==> src/rtl/sandpile_pixel_renderer.sv <==
// Sandpile grid renderer: maps raw VGA counters to grid-cell reads and palettes
// the 2-bit cell value to RGB444, four edges behind the coordinates.
module sandpile_pixel_renderer #(
  parameter int H_DISPLAY  = 640,
  parameter int V_DISPLAY  = 480,
  parameter int H_TOTAL    = 800,
  parameter int V_TOTAL    = 525,
  parameter int CELL_SHIFT = 3,
  parameter int GRID_W     = 80,
  parameter int ADDR_W     = 13
) (
  input  logic              clk,
  input  logic              reset_n,
  input  logic [9:0]        pixel_x,
  input  logic [9:0]        pixel_y,
  output logic [ADDR_W-1:0] mem_addr,
  output logic              mem_re,
  input  logic [1:0]        mem_rdata,
  input  logic              pal_we,
  input  logic [1:0]        pal_idx,
  input  logic [11:0]       pal_wdata,
  output logic [3:0]        red,
  output logic [3:0]        green,
  output logic [3:0]        blue,
  output logic              frame_tick
);

  localparam int         STAGES = 4;
  localparam logic [9:0] HD     = 10'(H_DISPLAY);
  localparam logic [9:0] VD     = 10'(V_DISPLAY);
  localparam logic [9:0] HT_END = 10'(H_TOTAL - 1);
  localparam logic [9:0] VT_END = 10'(V_TOTAL - 1);

  logic              active0;
  logic [ADDR_W-1:0] row0, col0, addr0;
  logic [STAGES-1:1] vld_pipe;
  logic [1:0]        idx3;
  logic [11:0]       pal [4];

  // Out-of-range counters fall outside the visible window, so they blank too.
  always_comb begin
    active0 = (pixel_x < HD) && (pixel_y < VD);
    row0    = ADDR_W'(pixel_y >> CELL_SHIFT);
    col0    = ADDR_W'(pixel_x >> CELL_SHIFT);
    addr0   = active0 ? (row0 * ADDR_W'(GRID_W) + col0) : '0;
  end

  always_ff @(posedge clk) begin
    if (!reset_n) begin
      mem_addr   <= '0;
      mem_re     <= 1'b0;
      vld_pipe   <= '0;
      idx3       <= '0;
      {red, green, blue} <= 12'h000;
      frame_tick <= 1'b0;
    end else begin
      mem_addr   <= addr0;
      mem_re     <= active0;
      vld_pipe   <= {vld_pipe[STAGES-2:1], active0};
      idx3       <= vld_pipe[2] ? mem_rdata : 2'd0;
      // Palette read sees the pre-write value when a write lands on this edge.
      {red, green, blue} <= vld_pipe[3] ? pal[idx3] : 12'h000;
      frame_tick <= (pixel_x == HT_END) && (pixel_y == VT_END);
    end
  end

  always_ff @(posedge clk) begin
    if (!reset_n) begin
      pal[0] <= 12'h000;
      pal[1] <= 12'h00F;
      pal[2] <= 12'h0F0;
      pal[3] <= 12'hF00;
    end else if (pal_we) begin
      pal[pal_idx] <= pal_wdata;
    end
  end

endmodule

==> config.mk <==
export PLATFORM = sky130hd
export DESIGN_NAME = sandpile_pixel_renderer
export DESIGN_NICKNAME = d
export VERILOG_FILES = /design/src/rtl/sandpile_pixel_renderer.sv
export SDC_FILE = /design/constraint.sdc
export NUM_CORES = 1
export LEC_CHECK = 0
export ABC_AREA = 0
export ABC_CLOCK_PERIOD_IN_PS = 2100
export BUFFER_PORTS_ARGS = -buffer_cell sky130_fd_sc_hd__buf_2
export CORE_MARGIN = 10
export CORE_UTILIZATION = 49
export CTS_CLUSTER_DIAMETER = 40
export DETAILED_ROUTE_END_ITERATION = 16
export PLACE_DENSITY = 0.75
export SLEW_MARGIN = 30
export SYNTH_ARGS = -nofsm -noshare
export SYNTH_HDL_FRONTEND = slang
export SYNTH_SLANG_ARGS = --single-unit
==> constraint.sdc <==
create_clock -name clk -period 2.1 [get_ports clk]
set_input_delay 0.21 -clock clk [delete_from_list [all_inputs] [get_ports clk]]
set_output_delay 0.21 -clock clk [all_outputs]
set_load 0.005 [all_outputs]
==> reports/qor.csv <==
metric,value,unit
Layout Cells excl Fill,439,
1st-pass router iterations,4,
Util after Layout,62.7,%
number of setup buffers added after CTS,0,
Vias,2252,
Final setup viols,0,
"CP delay by family, top",adder cells,
first-pass GRT wire length,12600,µm
Pins Over Slew Limit,0,
Boundary Pins,66,
Avg Inst Size Synth,13.9,µm²
Setup crit end kind,register,
root buffer cell,clkbuf_8,
Yosys reg bits,79,
Detail Placement HPWL,5500,µm
Static Leak,1.85,nW
Syn Nets,303,
RSZ-0062 raised after global routing,no,
fin crit period,1.99,ns
Via density,5.13,
Worst setup SP type,input pin,
top cell type's share of synthesized area,41.6,%
reg-to-reg startpoint,idx3[1],
R2R Path End,blue[1],
worst-case clock buffer depth,2,
r2r worst-path depth,2,
status,"finished, final reports clean",
DRT iter0 DRCs,134,
PwrDens,793,nW/µm²
worst skew pair latency,0.34,ns
period utilization,94.7,%
antenna violations before repair,0,
number of global-route vias before repair,2447,
Cells after Synth,249,
Core Region,6830,µm²
fmax,503,MHz
critical path endpoint,mem_addr[12],
synthesized area,3460,µm²
critical-path cell list,buf_2 -> ha_1 -> ha_2 -> fa_2 -> a211oi_1 -> o22ai_1 -> nor4b_2 -> mux2i_1,
Max-Slew Margin vs Limit,57.4,%
hold buffers post-CTS,0,
"Max stage delay cell, worst path",fa_2,
fill count,558,
row cnt,30,
leading area contributor after synthesis,edfxtp_1,
total gr overflow,0,
crit-path max cell delay,0.39,ns
n_diodes,0,
clock-pin slew on the worst setup and hold paths,0.08,ns
Residual DRC,0,
Worst R2R Setup Slack,0.66,ns
placed insts,423,
GPL Wtd Cong,0.760,
HP Class,input pin to register,
"Max FO, Critical Path",3,
area grow syn2layout,23.7,%
largest net degree at the start of global routing,19,
Worst setup startpoint,pixel_y[4],
Slew @ Worst Pin,0.638,ns
Syn. warnings,0,
clock sink count,79,
total CTS buffers,9,
asr flop ratio synth,0,%
sequential area share after synthesis,59.5,%
CP bufs+invs,1,
gr usage total,14.6,%
hold slack,0.0815,ns
Die Span Y,104,µm
max_cap viols,0,
post-CTS sizing,0,
VDD IR max,0.000352,V
skew final,0.00502,ns
die width,104,µm
fraction of layout cells with a size suffix above 1,38.2,%
Final Hold Fails,0,
post-route ant nets,0,
critical path class,input pin to register,
final wirelength,7590,µm
Worst Path Arrival,2.26,ns
distinct cell type count after synthesis,46,
die area,10800,µm²
Port Buffer Count,65,
starting density of the core,50.7,%
"Top FF cell, synth",edfxtp_1,
CTS H-Tree Depth,3,
Final nets,392,
Post-synth EDFFs,48,
wire length per cell,17.3,µm
TritonCTS clock tree,yes,
cell count along the critical path,8,
largest cells by area after synthesis,"edfxtp_1 (42%), dfxtp_1 (18%), mux4_2 (7.8%), and2_1 (6.5%), ha_1 (4.7%)",
"Data required, critical path",2.37,ns
[cells by family after synthesis]
logic type,share of synthesized area [%]
compound gates,3.14
buf+inv,1.23
simple gates,19.9
flops,59.5
xor+xnor,1.88
fa+ha+maj,5.85
mux,8.42
[registers in the layout, summed over array words and instances (netlist names)]
name	count
blue	4
frame_tick	1
green	4
idx3	2
mem_addr	13
pal	48
red	4
vld_pipe	3
[how the worst min path moves through the flow]
stage | from | to | slack, ns | cells after the start
2_1_floorplan | pixel_x[3] | mem_addr[0] | 0.33 | 1
3_3_place_gp | pixel_x[4] | mem_addr[1] | 0.43 | 2
3_5_place_dp | pixel_x[4] | mem_addr[1] | 0.43 | 2
4_1_cts | pixel_x[4] | mem_addr[1] | 0.06 | 2
5_1_grt | pixel_x[6] | mem_addr[3] | 0.08 | 2
6_report | pixel_x[4] | mem_addr[1] | 0.08 | 2
[cell type report]
type                       count  area (µm²)  share of cell area (%)
timing repair buffer          87         515                    12.0
multi-input combinational    160        1360                    31.8
clock inverter                 7        95.1                    2.22
sequential                    79        2060                    48.1
inverter                       1        3.75                  0.0876
clock buffer                   9         124                    2.89
tap                           96         120                    2.80
[synth_stat cells (2+ instances only)]
cell	instances
nor3b_2	2
dfxtp_1	31
xor2_1	2
and3_1	23
nand4b_1	2
a21oi_1	3
nand2_1	5
nor2_1	7
edfxtp_1	48
clkbuf_1	6
nand3_1	5
and2_1	36
ha_1	13
or2_2	6
a211oi_1	2
fa_1	2
a21o_1	3
mux4_2	12
nand2b_1	11
o21ai_0	4
[power by group]
part / switching [W] / internal (W) / leakage, nW
clock network: 0.000564 / 0.000673 / 0.110
logic: 0.000201 / 0.000204 / 1.02
registers: 0.0000236 / 0.00173 / 0.720
total: 0.000789 / 0.00261 / 1.85
[per-stage QoR]
step | cell area, µm² | TNS (ns) | setup WS (ns) | power [W]
finish | 4280 | 0 | 0.111 | 0.00340
global placement | 4070 | -0.296 | -0.167 | 0.00218
global route | 4280 | 0 | 0.0382 | 0.00355
floorplan | 3470 | 0 | 0.0215 | 0.00201
detailed placement | 4070 | -0.416 | -0.213 | 0.00220
CTS | 4280 | 0 | 0.128 | 0.00343
[placed cells by master (no fill, tap or decap), types with 2 or more instances in the layout]
cell        n
a211oi_1    2
a21o_1      3
a21oi_1     3
and2_1     36
and3_1     23
buf_12      2
buf_2      65
buf_4      20
bufinv_16   2
clkbuf_8    9
clkinv_2    2
dfxtp_1    31
edfxtp_1   48
ha_1       12
inv_6       2
mux4_2     12
nand2_1     5
nand2b_1   11
nand3_1     5
nand4b_1    2
nor2_1      7
nor3b_2     2
o21ai_0     4
or2_2       6
xor2_1      2
[layer usage]
metal	global-route usage (%)	wire length [µm]	vias up
met3	3.41	367	10
met4	6.86	140	0
met5	0	0	-
met2	24.6	3840	59
met1	17.2	3240	1086
li1	-	-	1097
No activity file was read; power rests on OpenSTA's default activity.
